$ cat config.mk
export PLATFORM = sky130hd
export DESIGN_NAME = slave_direct_ctrl_gen
export DESIGN_NICKNAME = d
export VERILOG_FILES = /design/src/rtl/slave_direct_ctrl_gen.sv
export SDC_FILE = /design/constraint.sdc
export NUM_CORES = 1
export LEC_CHECK = 0
export ABC_AREA = 1
export CAP_MARGIN = 10
export CORE_UTILIZATION = 30
export CTS_BUF_LIST = sky130_fd_sc_hd__clkbuf_4
export DETAILED_ROUTE_END_ITERATION = 10
export GPL_TIMING_DRIVEN = 0
export SYNTH_ARGS = -nofsm -noshare
export SYNTH_HDL_FRONTEND = slang
export SYNTH_SLANG_ARGS = --single-unit
$ cat constraint.sdc
create_clock -name clk -period 2.05 [get_ports clk]
set_input_delay 0.41 -clock clk [delete_from_list [all_inputs] [get_ports clk]]
set_output_delay 0.41 -clock clk [all_outputs]
set_load 0.01 [all_outputs]
$ cat src/rtl/slave_direct_ctrl_gen.sv
// ============================================================================
// Module      : slave_direct_ctrl_gen
// Description : Slave-side direct line-state controller. Arbitrates for
//               the SC Tx port and, while direct control is enabled,
//               writes the forced line state to it. A write is repeated
//               only when the line state changes or when the optional
//               refresh period expires. When direct control ends, a
//               single release (idle) command is written and the port
//               is given back. One release write is always issued after
//               reset.
//
// Ports       : clk, rst                 - clock, async active-high reset
//               directControlEn          - direct-control enable level
//               directControlLineState   - line state to force (LS_W)
//               refreshPeriod            - re-write interval, 0 = off
//               SCTxPortGnt/Rdy          - arbiter grant / port ready
//               SCTxPortReq/WEn          - port request / write strobe
//               SCTxPortData/Cntl        - write data / write control
//               busy                     - controller not idle
//
// Options     : `define SLV_DRCT_IN_SYNC_EN to pass directControlEn and
//               directControlLineState through 2-flop synchronisers.
//               This adds 2 cycles to every input-to-WEn latency.
//
// Revision    : 1.0 - initial release
// ============================================================================
`default_nettype none

module slave_direct_ctrl_gen #(
    parameter int                 DATA_W      = 8,
    parameter int                 CNTL_W      = 8,
    parameter int                 LS_W        = 2,
    parameter logic [CNTL_W-1:0]  DIRECT_CNTL = 8'h00,
    parameter logic [CNTL_W-1:0]  IDLE_CNTL   = 8'h05,
    parameter int                 REFRESH_W   = 16
) (
    input  logic                  clk,
    input  logic                  rst,
    input  logic                  directControlEn,
    input  logic [LS_W-1:0]       directControlLineState,
    input  logic [REFRESH_W-1:0]  refreshPeriod,
    input  logic                  SCTxPortGnt,
    input  logic                  SCTxPortRdy,
    output logic                  SCTxPortReq,
    output logic                  SCTxPortWEn,
    output logic [DATA_W-1:0]     SCTxPortData,
    output logic [CNTL_W-1:0]     SCTxPortCntl,
    output logic                  busy
);

    typedef enum logic [2:0] {
        S_INIT     = 3'd0,
        S_REQ_REL  = 3'd1,
        S_WAIT_REL = 3'd2,
        S_REL_DONE = 3'd3,
        S_IDLE     = 3'd4,
        S_REQ_DIR  = 3'd5,
        S_WAIT_DIR = 3'd6,
        S_HOLD     = 3'd7
    } state_t;

    localparam logic [REFRESH_W-1:0] c_ref_one = {{(REFRESH_W-1){1'b0}}, 1'b1};

    // ------------------------------------------------------------------
    // Input conditioning
    // ------------------------------------------------------------------
    logic            w_en;
    logic [LS_W-1:0] w_ls;

`ifdef SLV_DRCT_IN_SYNC_EN
    logic [1:0]      r_en_sync;
    logic [LS_W-1:0] r_ls_sync0;
    logic [LS_W-1:0] r_ls_sync1;

    // The line-state bits are synchronised individually; a change that
    // straddles an edge may be seen for one cycle as a mixed value, which
    // at worst produces one extra direct write of the settled value.
    always_ff @(posedge clk or posedge rst) begin
        if (rst) begin
            r_en_sync  <= 2'b00;
            r_ls_sync0 <= '0;
            r_ls_sync1 <= '0;
        end else begin
            r_en_sync  <= {r_en_sync[0], directControlEn};
            r_ls_sync0 <= directControlLineState;
            r_ls_sync1 <= r_ls_sync0;
        end
    end

    assign w_en = r_en_sync[1];
    assign w_ls = r_ls_sync1;
`else
    assign w_en = directControlEn;
    assign w_ls = directControlLineState;
`endif

    // ------------------------------------------------------------------
    // State and output registers
    // ------------------------------------------------------------------
    state_t                r_state;
    logic                  r_req;
    logic                  r_wen;
    logic [DATA_W-1:0]     r_data;
    logic [CNTL_W-1:0]     r_cntl;
    logic                  r_busy;
    logic [LS_W-1:0]       r_last_ls;
    logic [REFRESH_W-1:0]  r_ref_cnt;

    state_t                w_state;
    logic                  w_req;
    logic                  w_wen;
    logic [DATA_W-1:0]     w_data;
    logic [CNTL_W-1:0]     w_cntl;
    logic                  w_busy;
    logic [LS_W-1:0]       w_last_ls;
    logic [REFRESH_W-1:0]  w_ref_cnt;
    logic [REFRESH_W-1:0]  w_ref_last;

    assign w_ref_last = refreshPeriod - c_ref_one;

    always_ff @(posedge clk or posedge rst) begin
        if (rst) begin
            r_state   <= S_INIT;
            r_req     <= 1'b0;
            r_wen     <= 1'b0;
            r_data    <= '0;
            r_cntl    <= '0;
            r_busy    <= 1'b0;
            r_last_ls <= '0;
            r_ref_cnt <= '0;
        end else begin
            r_state   <= w_state;
            r_req     <= w_req;
            r_wen     <= w_wen;
            r_data    <= w_data;
            r_cntl    <= w_cntl;
            r_busy    <= w_busy;
            r_last_ls <= w_last_ls;
            r_ref_cnt <= w_ref_cnt;
        end
    end

    // ------------------------------------------------------------------
    // Next-state and next-output logic
    // ------------------------------------------------------------------
    always_comb begin
        w_state   = r_state;
        w_req     = r_req;
        w_wen     = 1'b0;
        w_data    = r_data;
        w_cntl    = r_cntl;
        w_last_ls = r_last_ls;
        w_ref_cnt = r_ref_cnt;

        case (r_state)
            S_INIT: begin
                w_req   = 1'b1;
                w_state = S_REQ_REL;
            end
            S_REQ_REL: begin
                if (SCTxPortGnt) begin
                    w_state = S_WAIT_REL;
                end
            end
            S_WAIT_REL: begin
                if (SCTxPortRdy) begin
                    w_wen   = 1'b1;
                    w_data  = '0;
                    w_cntl  = IDLE_CNTL;
                    w_state = S_REL_DONE;
                end
            end
            S_REL_DONE: begin
                w_req   = 1'b0;
                w_state = S_IDLE;
            end
            S_IDLE: begin
                if (w_en) begin
                    w_req   = 1'b1;
                    w_state = S_REQ_DIR;
                end
            end
            S_REQ_DIR: begin
                if (SCTxPortGnt) begin
                    w_state = S_WAIT_DIR;
                end
            end
            S_WAIT_DIR: begin
                // Line state is sampled on the Rdy cycle so that the most
                // recent value is written after an arbitrarily long wait.
                if (SCTxPortRdy) begin
                    w_wen     = 1'b1;
                    w_data    = DATA_W'(w_ls);
                    w_cntl    = DIRECT_CNTL;
                    w_last_ls = w_ls;
                    w_ref_cnt = '0;
                    w_state   = S_HOLD;
                end
            end
            S_HOLD: begin
                // The grant is kept while holding, so both exits go
                // straight to a WAIT state without re-arbitrating.
                if (!w_en) begin
                    w_state = S_WAIT_REL;
                end else if (w_ls != r_last_ls) begin
                    w_state = S_WAIT_DIR;
                end else if (!r_wen) begin
                    // The cycle carrying the write pulse is not a hold
                    // cycle, so a refresh period of N gives N quiet hold
                    // cycles, one wait cycle and one write cycle.
                    if ((refreshPeriod != '0) && (r_ref_cnt == w_ref_last)) begin
                        w_state = S_WAIT_DIR;
                    end else if (r_ref_cnt != '1) begin
                        w_ref_cnt = r_ref_cnt + c_ref_one;
                    end
                end
            end
            default: begin
                w_state = S_INIT;
            end
        endcase

        w_busy = (w_state != S_IDLE);
    end

    assign SCTxPortReq  = r_req;
    assign SCTxPortWEn  = r_wen;
    assign SCTxPortData = r_data;
    assign SCTxPortCntl = r_cntl;
    assign busy         = r_busy;

endmodule

`default_nettype wire

==> results.toml, run 1 <==
[setup_path]
regToRegSetupSlack_ps = 40
worstRegToRegCells = 14
critical_path.startpoint = "refreshPeriod[2]"
worst_ep_required_time_ps = 2300
category_of_the_critical_setup_timing_path = "in -> reg"
r2r-start = "r_ref_cnt[0]"
endpoint = "r_ref_cnt[14]"
cp_data_arrival_time_ps = 2290
top_fanout_value_on_the_critical_path = 6
critical_path.reg2reg.endpoint = "r_ref_cnt[14]"
timing.critical_path.to_type = "flip-flop"
timing.critical_path.from_type = "primary input"

[sta]
tightestPinTransition_ps = 1033
finClkSkew_ps = 4.816
endpoints_failing_hold = 0
min_period_ps = 2043
max_freq_ghz = 0.4895
fin_crit_sh = 0.9966
tns_ps = 0
slew_viol_final = 0
report.final.setup_viol = 0
slew_headroom = 0.3106
hold-worst-slack_ps = 510.2
rsz0062_at_grt = "yes"

[routing]
ant_nets = 0
post-route-drc-count = 0
vias_per_cell = 4.641
route.vias.total = 2687
routed_wire_length_per_instance_um = 11.71
wl_mm = 6.778
dr.first_iter.drc_count = 107
first_pass_iters = 4

[clock_tree]
clk_path_buf_depth = 2
clkSinkCount = 27
clk_root_buffer_cell = "sky130_fd_sc_hd__clkbuf_4"
clock_tree_from_tritoncts = "yes"
clock_insertion_delay_worst_skew_ps = 330
worst_setup_hold_path_clk_slew_ps = 160
cts_hold_buffers = 0
htreeDepth = 1
numCtsBuffers = 3

[die]
design.die.area_um2 = 8975
rows = 33
initial_utilization = 0.3124
pin_count = 42
chipHeight_um = 94.74
coreArea_um2 = 8258
floorplan.die.width_um = 94.74

[synthesis]
post_synth_num_cell_types = 35
synth_cells = 416
synth.ff_latch_count = 27
avgSynthCellArea_um2 = 6.202
synth_seq_area_share = 0.2619
ys.warnings.count = 0
syn_area_um2 = 2580

[job]
drv.max_cap_violation_count = 0

[global_routing]
number_of_global_route_vias_before_repair = 2505
grtUsageMet2 = 0.2704
globalRoute.totalOverflow = 0
grtUsageTotal = 0.1570
grt_first_pass_wirelength_mm = 11.16
global_route.usage.met1 = 0.2016
pin_count_of_the_biggest_net_entering_global_routing = 28
grt_antenna_before_repair = 0
grt-busiest-layer = "met2"
groute.layer.met3.usage = 0.01691

[cells_and_area]
final_nets = 500
layout.cells.most_common = "sky130_fd_sc_hd__nand2_1"
final_cell_mix = "sky130_fd_sc_hd__nand2_1 (125), sky130_fd_sc_hd__nand3_1 (49), sky130_fd_sc_hd__nor2_1 (45), sky130_fd_sc_hd__inv_1 (39), sky130_fd_sc_hd__dfrtp_1 (25)"
antennaDiodeCount = 0
area.growth.synth_to_final_pct = 28.61
fillerInstances = 907
final_core_utilization = 0.4018
drive_above_1_share = 0.2004
final_cells = 579

[hold_path]
worst_hold_path_type = "reg -> reg"

[power_and_ir_drop]
p_per_area_nw_per_um2 = 557.2
power.ir.vdd_worst_mv = 0.5318
power.total_uw = 1849
leakage_uw = 0.001785

[placement]
place_inst = 561
placement.io_buffers = 29
detailed_place_hpwl_mm = 5.366
gp_congestion = 0.8781

[status]
status = "finished, final reports clean"
-- what timing repair did --
item / 4_1_cts / 5_1_grt
pin swaps: 10 / 9
endpoints found under the setup margin: 18 / 18
buffers inserted: 7 / 6
gates resized for setup: 19 / 41
cloned: 0 / 1
endpoints found under the hold margin: 0 / 0
-- registers in the layout, indices dropped and copies added (netlist names) --
signal	count
SCTxPortReq	1
SCTxPortData	2
r_ref_cnt	16
busy	1
r_last_ls	2
SCTxPortWEn	1
SCTxPortCntl	1
r_state	3
-- routing by layer --
metal,part of all wire,wire (µm)
met1,0.47,3170
met2,0.47,3199
met3,0.040,271
met4,0.020,136
met5,0,0
-- report_power, final --
part	leakage, µW	switching [µW]	internal (µW)
Sequential	0.000352	71.4	636
Clock	0.0000139	173	74.6
Combinational	0.00142	478	415
Total	0.00178	723	1130
-- through the flow --
stage | worst slack (ps) | area (µm²)
finish | 6.940 | 3318
global route | -123.4 | 3318
CTS | 9.424 | 3158
detailed placement | -893.5 | 3055
global placement | -836.6 | 3055
floorplan | -7.760 | 2634
-- critical path: stages --
cell and delay [ps]:
sky130_fd_sc_hd__dlygate4sd2_1 290, sky130_fd_sc_hd__nor2_2 180, sky130_fd_sc_hd__nand2_2 130, sky130_fd_sc_hd__nor2_8 160, sky130_fd_sc_hd__nand2_1 70, sky130_fd_sc_hd__nand3_1 130, sky130_fd_sc_hd__nand2_1 60, sky130_fd_sc_hd__nor2_1 120
sky130_fd_sc_hd__nand3_2 120, sky130_fd_sc_hd__o21bai_4 230, sky130_fd_sc_hd__nand2_4 110, sky130_fd_sc_hd__clkbuf_16 170, sky130_fd_sc_hd__nand2_1 50, sky130_fd_sc_hd__nand2_1 50
-- logic make-up (layout without fill, tap and decap cells) --
family,count (synthesis),count (layout),share of synthesized area
other,1,12,0.001454
DFF,27,27,0.2619
xor gates and xnor gates,21,21,0.07129
and+or+nand+nor,276,276,0.4787
adders and majority gates,2,2,0.009698
buffers and inverters,70,117,0.1271
AOI/OAI and AO/OA,19,19,0.04995
-- synth_stat cells --
cell type / count / share of area
sky130_fd_sc_hd__o21ai_0: 8 / 0.016
sky130_fd_sc_hd__inv_2: 5 / 0.0073
sky130_fd_sc_hd__nor4_1: 1 / 0.0024
sky130_fd_sc_hd__nor2_8: 2 / 0.016
sky130_fd_sc_hd__ha_1: 2 / 0.0097
sky130_fd_sc_hd__nor2_4: 2 / 0.0087
sky130_fd_sc_hd__conb_1: 1 / 0.0015
sky130_fd_sc_hd__inv_1: 44 / 0.064
sky130_fd_sc_hd__dfrtp_1: 27 / 0.26
sky130_fd_sc_hd__clkinv_1: 2 / 0.0029
sky130_fd_sc_hd__nand2_4: 2 / 0.0087
sky130_fd_sc_hd__or2_2: 2 / 0.0048
sky130_fd_sc_hd__nand3b_1: 4 / 0.012
sky130_fd_sc_hd__nor2_1: 51 / 0.074
sky130_fd_sc_hd__clkbuf_1: 3 / 0.0044
sky130_fd_sc_hd__buf_4: 13 / 0.038
sky130_fd_sc_hd__buf_2: 1 / 0.0019
sky130_fd_sc_hd__o21bai_4: 1 / 0.0073
sky130_fd_sc_hd__o21bai_1: 2 / 0.0058
sky130_fd_sc_hd__nand2_2: 4 / 0.0097
sky130_fd_sc_hd__buf_6: 2 / 0.0087
sky130_fd_sc_hd__nand3_2: 1 / 0.0039
sky130_fd_sc_hd__o21a_1: 1 / 0.0029
sky130_fd_sc_hd__nand4_1: 3 / 0.0073
sky130_fd_sc_hd__nand3b_2: 1 / 0.0044
sky130_fd_sc_hd__a211oi_1: 1 / 0.0029
sky130_fd_sc_hd__nand3_1: 49 / 0.095
sky130_fd_sc_hd__xor2_1: 17 / 0.058
sky130_fd_sc_hd__o221a_2: 1 / 0.0044
sky130_fd_sc_hd__xnor2_1: 4 / 0.014
sky130_fd_sc_hd__o21ai_2: 1 / 0.0034
sky130_fd_sc_hd__nor2_2: 5 / 0.012
sky130_fd_sc_hd__nand2_1: 142 / 0.21
sky130_fd_sc_hd__a21oi_1: 4 / 0.0078
sky130_fd_sc_hd__nor3_1: 7 / 0.014
-- worst min path at each step --
stage	from	endpoint	slack, ps	cells past startpoint
global placement	SCTxPortData[1]	SCTxPortData[1]	470	2
finish	SCTxPortData[1]	SCTxPortData[1]	510	2
CTS	SCTxPortData[1]	SCTxPortData[1]	520	2
floorplan	rst	SCTxPortCntl[0]	460	1
global route	SCTxPortData[0]	SCTxPortData[0]	550	2
detailed placement	SCTxPortData[1]	SCTxPortData[1]	480	2
-- cell type report --
class	instances	area, µm²	share of cell area
tap	105	131.4	0.03959
clock inverter	1	7.507	0.002262
multi-input combinational	330	1718	0.5177
timing repair buffer	43	426.7	0.1286
buffer	19	140.1	0.04223
clock buffer	3	22.52	0.006787
inverter	51	193.9	0.05845
sequential	27	678.2	0.2044
Note: power is estimated with default switching activity, not from simulation.
==> run 2, diff against run 1 <==
--- a/config.mk
+++ b/config.mk
@@ -6,7 +6,8 @@
 export NUM_CORES = 1
 export LEC_CHECK = 0
 export ABC_AREA = 1
-export CAP_MARGIN = 10
+export CAP_MARGIN = 20
+export CORE_ASPECT_RATIO = 1.5
 export CORE_UTILIZATION = 30
 export CTS_BUF_LIST = sky130_fd_sc_hd__clkbuf_4
 export DETAILED_ROUTE_END_ITERATION = 10
==> results.toml, run 2 (synthesized netlist as in run 1, its figures left out) <==
[status]
status = "finished, final reports clean"

[setup_path]
cell_family_with_most_cp_delay = "simple AND/OR/NAND/NOR gates"
worstPathCellList = "buf_6 > inv_1 > nand2_1 > nand2_1 > nor2_1 > nand3_1 > nor2_1 > nand2_1 > nor2_1 > nand3_2 > o21bai_4 > buf_12 > clkbuf_16 > nand3_1 > nand2_1"
worst_path_max_delay_cell = "sky130_fd_sc_hd__dfrtp_1"
worst_path_largest_cell_delay_ps = 450
timing.critical_path.to_type = "flip-flop"
worstRegToRegCells = 15
wp_depth = 15
worstPathBufferInverterCount = 4
critical_path.reg2reg.endpoint = "r_ref_cnt[3]"
critical_path.most_common_cell = "sky130_fd_sc_hd__nand2_1"
top_fanout_value_on_the_critical_path = 5
cp_data_arrival_time_ps = 2340
r2r-start = "r_ref_cnt[1]"
timing.critical_path.from_type = "flip-flop"
regToRegSetupSlack_ps = 5
worst_ep_required_time_ps = 2340
category_of_the_critical_setup_timing_path = "reg -> reg"

[hold_path]
worst_hold_path_type = "in -> async"

[routing]
routed.top_layer = "met4"
post-route-drc-count = 0
wl_mm = 6.951
route.met2.wl_mm = 3.700
first_pass_iters = 5
vias_per_cell = 4.638
routed_wire_length_per_instance_um = 11.98
dr.first_iter.drc_count = 69
ant_nets = 0
wl_met1_mm = 2.623
routed-wl-met3_um = 221
route.vias.total = 2690

[cells_and_area]
final_cell_mix = "sky130_fd_sc_hd__nand2_1 (135), sky130_fd_sc_hd__nor2_1 (44), sky130_fd_sc_hd__nand3_1 (43), sky130_fd_sc_hd__inv_1 (37), sky130_fd_sc_hd__dfrtp_1 (24)"
layout.cells.most_common = "sky130_fd_sc_hd__nand2_1"
layout_top_registers = "r_ref_cnt (16), r_state (3)"
final_area_um2 = 3319
flip_flop_count_of_the_largest_register_after_layout = 16
area.growth.synth_to_final_pct = 28.66
largest_register_by_flop_count = "r_ref_cnt"
drive_above_1_share = 0.1949
final_nets = 498

[die]
initial_utilization = 0.3085
pin_count = 42
chipHeight_um = 115.6
floorplan.die.width_um = 77.72
coreArea_um2 = 8362
rows = 41
design.die.area_um2 = 8982

[placement]
detailed_place_hpwl_mm = 5.617
placement.io_buffers = 29
gp_congestion = 0.9677
placement.cell_area_um2 = 3058

[global_routing]
pin_count_of_the_biggest_net_entering_global_routing = 28
grtUsageTotal = 0.1641
grt_first_pass_wirelength_mm = 11.47
grt_antenna_before_repair = 0
number_of_global_route_vias_before_repair = 2617
globalRoute.totalOverflow = 0

[power_and_ir_drop]
p_per_area_nw_per_um2 = 554.9
power.ir.vdd_worst_mv = 0.2904
power.total_uw = 1842
leakage_uw = 0.001698

[sta]
rsz0062_at_grt = "yes"
slew_viol_final = 0
finClkSkew_ps = 19.62
max_freq_ghz = 0.4889
fin_crit_sh = 0.9977
tightestPinTransition_ps = 634.6
min_period_ps = 2045
endpoints_failing_hold = 0
hold-worst-slack_ps = 274.2
slew_headroom = 0.5769
report.final.setup_viol = 0

[clock_tree]
clk_path_buf_depth = 2
numCtsBuffers = 3
clock_insertion_delay_worst_skew_ps = 360
clkSinkCount = 27
clock_tree_from_tritoncts = "yes"
worst_setup_hold_path_clk_slew_ps = 150
clk_root_buffer_cell = "sky130_fd_sc_hd__clkbuf_4"
htreeDepth = 1

[job]
drv.max_cap_violation_count = 0
[run 2: cell types whose count changed in the layout (fill, tap and decap cells not counted), moves of 2 or more]
cell / change
sky130_fd_sc_hd__dlymetal6s2s_1: -3
sky130_fd_sc_hd__buf_4: -6
sky130_fd_sc_hd__nand2_1: +10
sky130_fd_sc_hd__inv_1: -2
sky130_fd_sc_hd__clkdlybuf4s50_1: +2
sky130_fd_sc_hd__nand3_2: +6
sky130_fd_sc_hd__nand2_4: -4
sky130_fd_sc_hd__inv_2: +2
sky130_fd_sc_hd__buf_6: +3
sky130_fd_sc_hd__nand2_2: -6
sky130_fd_sc_hd__nand3_1: -6
[run 2: what timing repair did]
item                       4_1_cts  5_1_grt
hold buffers                     0        0
setup endpoints to repair       18       18
pin swaps                        6       22
gates resized for setup         22       35
cloned                           0        1
setup buffers                    7        3
[run 2: cell type report]
class | count | area, µm²
clock buffer | 3 | 22.52
multi-input combinational | 330 | 1705
clock inverter | 1 | 7.507
timing repair buffer | 41 | 434.2
buffer | 19 | 140.1
fill | 894 | 5042
inverter | 51 | 193.9
antenna | 1 | 2.502
sequential | 27 | 679.4
tap | 107 | 133.9
[run 2: through the flow]
stage	cells	TNS, ps	worst slack (ps)	utilization
after floorplan	427	-75.67	-7.760	-
after global placement	563	-14790	-914.5	0.3657
after detailed placement	563	-14630	-909.6	0.3657
after CTS	574	0	2.047	0.3781
after global routing	579	-1150	-97.65	0.3967
final	580	0	4.725	0.3970
[run 2: worst max-delay path by stage]
stage               endpoint              start
2_1_floorplan  r_ref_cnt[15]   refreshPeriod[0]
3_3_place_gp   r_ref_cnt[15]   refreshPeriod[0]
5_1_grt        r_ref_cnt[13]       r_ref_cnt[1]
6_report        r_ref_cnt[3]       r_ref_cnt[1]
4_1_cts         r_ref_cnt[5]  refreshPeriod[10]
3_5_place_dp    r_ref_cnt[5]   refreshPeriod[0]
[run 2: metal layers]
| layer | vias up | GRT usage |
|---|---|---|
| met5 | - | 0 |
| met4 | 0 | 0.1195 |
| met3 | 26 | 0.01102 |
| met2 | 69 | 0.3115 |
| met1 | 1207 | 0.1686 |
| li1 | 1388 | - |
[run 2: where the power goes]
| group | internal, µW | switching [µW] | total [µW] |
|---|---|---|---|
| clock | 75.1 | 180 | 255 |
| sequential | 636 | 74.8 | 711 |
| combinational | 413 | 463 | 875 |
| total | 1120 | 718 | 1840 |
==> run 3, diff against run 2 <==
--- a/config.mk
+++ b/config.mk
@@ -11,7 +11,6 @@
 export CORE_UTILIZATION = 30
 export CTS_BUF_LIST = sky130_fd_sc_hd__clkbuf_4
 export DETAILED_ROUTE_END_ITERATION = 10
-export GPL_TIMING_DRIVEN = 0
 export SYNTH_ARGS = -nofsm -noshare
 export SYNTH_HDL_FRONTEND = slang
 export SYNTH_SLANG_ARGS = --single-unit
==> constraint.sdc (replaced) <==
create_clock -name clk -period 2.5 [get_ports clk]
set_input_delay 0.5 -clock clk [delete_from_list [all_inputs] [get_ports clk]]
set_output_delay 0.5 -clock clk [all_outputs]
set_load 0.01 [all_outputs]
==> results.toml, run 3 (synthesized netlist as in run 1, its figures left out) <==
[global_routing]
number_of_global_route_vias_before_repair = 2615
grt_antenna_before_repair = 0
grtUsageTotal = 0.1628
pin_count_of_the_biggest_net_entering_global_routing = 28
globalRoute.totalOverflow = 0
grt_first_pass_wirelength_mm = 11.55

[sta]
report.final.setup_viol = 0
min_period_ps = 2342
fin_crit_sh = 0.9366
hold-worst-slack_ps = 478.3
max_freq_ghz = 0.4271
rsz0062_at_grt = "no"
endpoints_failing_hold = 0
slew_viol_final = 0
finClkSkew_ps = 9.598

[setup_path]
top_fanout_value_on_the_critical_path = 5
timing.critical_path.to_type = "flip-flop"
cp_data_arrival_time_ps = 2650
timing.critical_path.from_type = "primary input"
critical_path.reg2reg.endpoint = "r_ref_cnt[3]"
worst_ep_required_time_ps = 2810
r2r-start = "r_ref_cnt[0]"
regToRegSetupSlack_ps = 390
worstRegToRegCells = 14
category_of_the_critical_setup_timing_path = "in -> reg"

[die]
rows = 41
coreArea_um2 = 8362
initial_utilization = 0.3085
pin_count = 42
floorplan.die.width_um = 77.72
chipHeight_um = 115.6
design.die.area_um2 = 8982

[power_and_ir_drop]
power.ir.vdd_worst_mv = 0.2019
power.total_uw = 1449
p_per_area_nw_per_um2 = 461.3
leakage_uw = 0.001603

[cells_and_area]
final_nets = 486
drive_above_1_share = 0.1217
final_cells = 568
layout.cells.most_common = "sky130_fd_sc_hd__nand2_1"
area.growth.synth_to_final_pct = 21.77
largest_register_by_flop_count = "r_ref_cnt"
flip_flop_count_of_the_largest_register_after_layout = 16
layout_top_registers = "r_ref_cnt (16), r_state (3)"
final_cell_mix = "sky130_fd_sc_hd__nand2_1 (142), sky130_fd_sc_hd__nor2_1 (49), sky130_fd_sc_hd__nand3_1 (48), sky130_fd_sc_hd__inv_1 (42), sky130_fd_sc_hd__clkdlybuf4s50_1 (28)"
final_area_um2 = 3142
fillerInstances = 914

[clock_tree]
htreeDepth = 1
clock_tree_from_tritoncts = "yes"
clk_path_buf_depth = 2
worst_setup_hold_path_clk_slew_ps = 170
clkSinkCount = 27
numCtsBuffers = 3
cts_hold_buffers = 0
clk_root_buffer_cell = "sky130_fd_sc_hd__clkbuf_4"
clock_insertion_delay_worst_skew_ps = 360

[placement]
place_inst = 560
placement.io_buffers = 29
detailed_place_hpwl_mm = 5.506
gp_congestion = 0.8695
placement.cell_area_um2 = 3029

[hold_path]
worst_hold_path_type = "in -> async"

[routing]
ant_nets = 0
wl_mm = 6.832
first_pass_iters = 5
vias_per_cell = 4.702
post-route-drc-count = 0
dr.first_iter.drc_count = 98
route.vias.total = 2671
routed_wire_length_per_instance_um = 12.03

[status]
status = "finished, final reports clean"

[job]
drv.max_cap_violation_count = 0
==> run 3: changes by cell type in the layout (fill, tap and decap cells not counted), moves of 3 or more <==
cell | previous run | this run
sky130_fd_sc_hd__buf_6 | 6 | 2
sky130_fd_sc_hd__clkbuf_1 | 3 | 0
sky130_fd_sc_hd__clkdlybuf4s50_1 | 17 | 28
sky130_fd_sc_hd__dfrtp_1 | 24 | 27
sky130_fd_sc_hd__dfrtp_2 | 3 | 0
sky130_fd_sc_hd__dlygate4sd2_1 | 8 | 0
sky130_fd_sc_hd__inv_1 | 37 | 42
sky130_fd_sc_hd__inv_2 | 11 | 7
sky130_fd_sc_hd__nand2_1 | 135 | 142
sky130_fd_sc_hd__nand2_2 | 11 | 4
sky130_fd_sc_hd__nand3_1 | 43 | 48
sky130_fd_sc_hd__nand3_2 | 7 | 2
sky130_fd_sc_hd__nor2_1 | 44 | 49
sky130_fd_sc_hd__nor2_2 | 10 | 7
==> run 3: worst max path at each step <==
stage | start | end | cells after the start
floorplan | refreshPeriod[0] | r_ref_cnt[15] | 14
global route | refreshPeriod[1] | r_ref_cnt[13] | 17
detailed placement | refreshPeriod[0] | r_ref_cnt[11] | 16
finish | refreshPeriod[1] | r_ref_cnt[3] | 17
CTS | refreshPeriod[0] | r_ref_cnt[3] | 16
global placement | refreshPeriod[0] | r_ref_cnt[13] | 16
==> run 3: repair_timing <==
item	CTS	global route
buffers inserted	0	1
resized for setup	0	11
endpoints found under the setup margin	0	16
==> run 3: per-stage QoR <==
| stage | setup WS (ps) | TNS, ps | util |
|---|---|---|---|
| floorplan | 324.9 | 0 | - |
| global placement | -161.3 | -2507 | 0.3623 |
| detailed placement | -193.7 | -2934 | 0.3623 |
| CTS | 181.0 | 0 | 0.3659 |
| global route | 17.73 | 0 | 0.3754 |
| finish | 158.5 | 0 | 0.3757 |
==> run 3: layer usage <==
metal	GRT usage	vias up	routed length (µm)
li1	-	1361	-
met1	0.1706	1244	2696
met2	0.3139	45	3699
met3	0.01024	21	106
met4	0.1006	0	329
met5	0	-	0
==> run 3: area by class of cell <==
type,count,area (µm²),share of cell area
Multi-Input combinational cell,331,1660,0.5285
Sequential cell,27,675.6,0.2151
Timing Repair Buffer,47,447.9,0.1426
Inverter,51,191.4,0.06093
Tap cell,107,133.9,0.04261
Clock buffer,3,22.52,0.007168
Clock inverter,1,7.507,0.002389
Antenna cell,1,2.502,0.0007965
==> run 3: power by group <==
part,internal (µW),switching [µW]
Combinational,285,362
Clock,61.9,157
Sequential,521,62.2
==> run 3: worst max-delay path, stage by stage <==
cell and delay (ps):
sky130_fd_sc_hd__clkdlybuf4s50_1 490, sky130_fd_sc_hd__inv_2 60, sky130_fd_sc_hd__ha_4 250, sky130_fd_sc_hd__inv_1 30
sky130_fd_sc_hd__nand2_1 50, sky130_fd_sc_hd__nand2_1 40, sky130_fd_sc_hd__nor2_1 110, sky130_fd_sc_hd__nand3_2 120
sky130_fd_sc_hd__nor2_2 110, sky130_fd_sc_hd__nand2_1 80, sky130_fd_sc_hd__nor2_2 120, sky130_fd_sc_hd__nand3_2 90
sky130_fd_sc_hd__o21bai_4 170, sky130_fd_sc_hd__buf_12 150, sky130_fd_sc_hd__buf_4 130, sky130_fd_sc_hd__nand3_1 70
sky130_fd_sc_hd__nand2_1 80
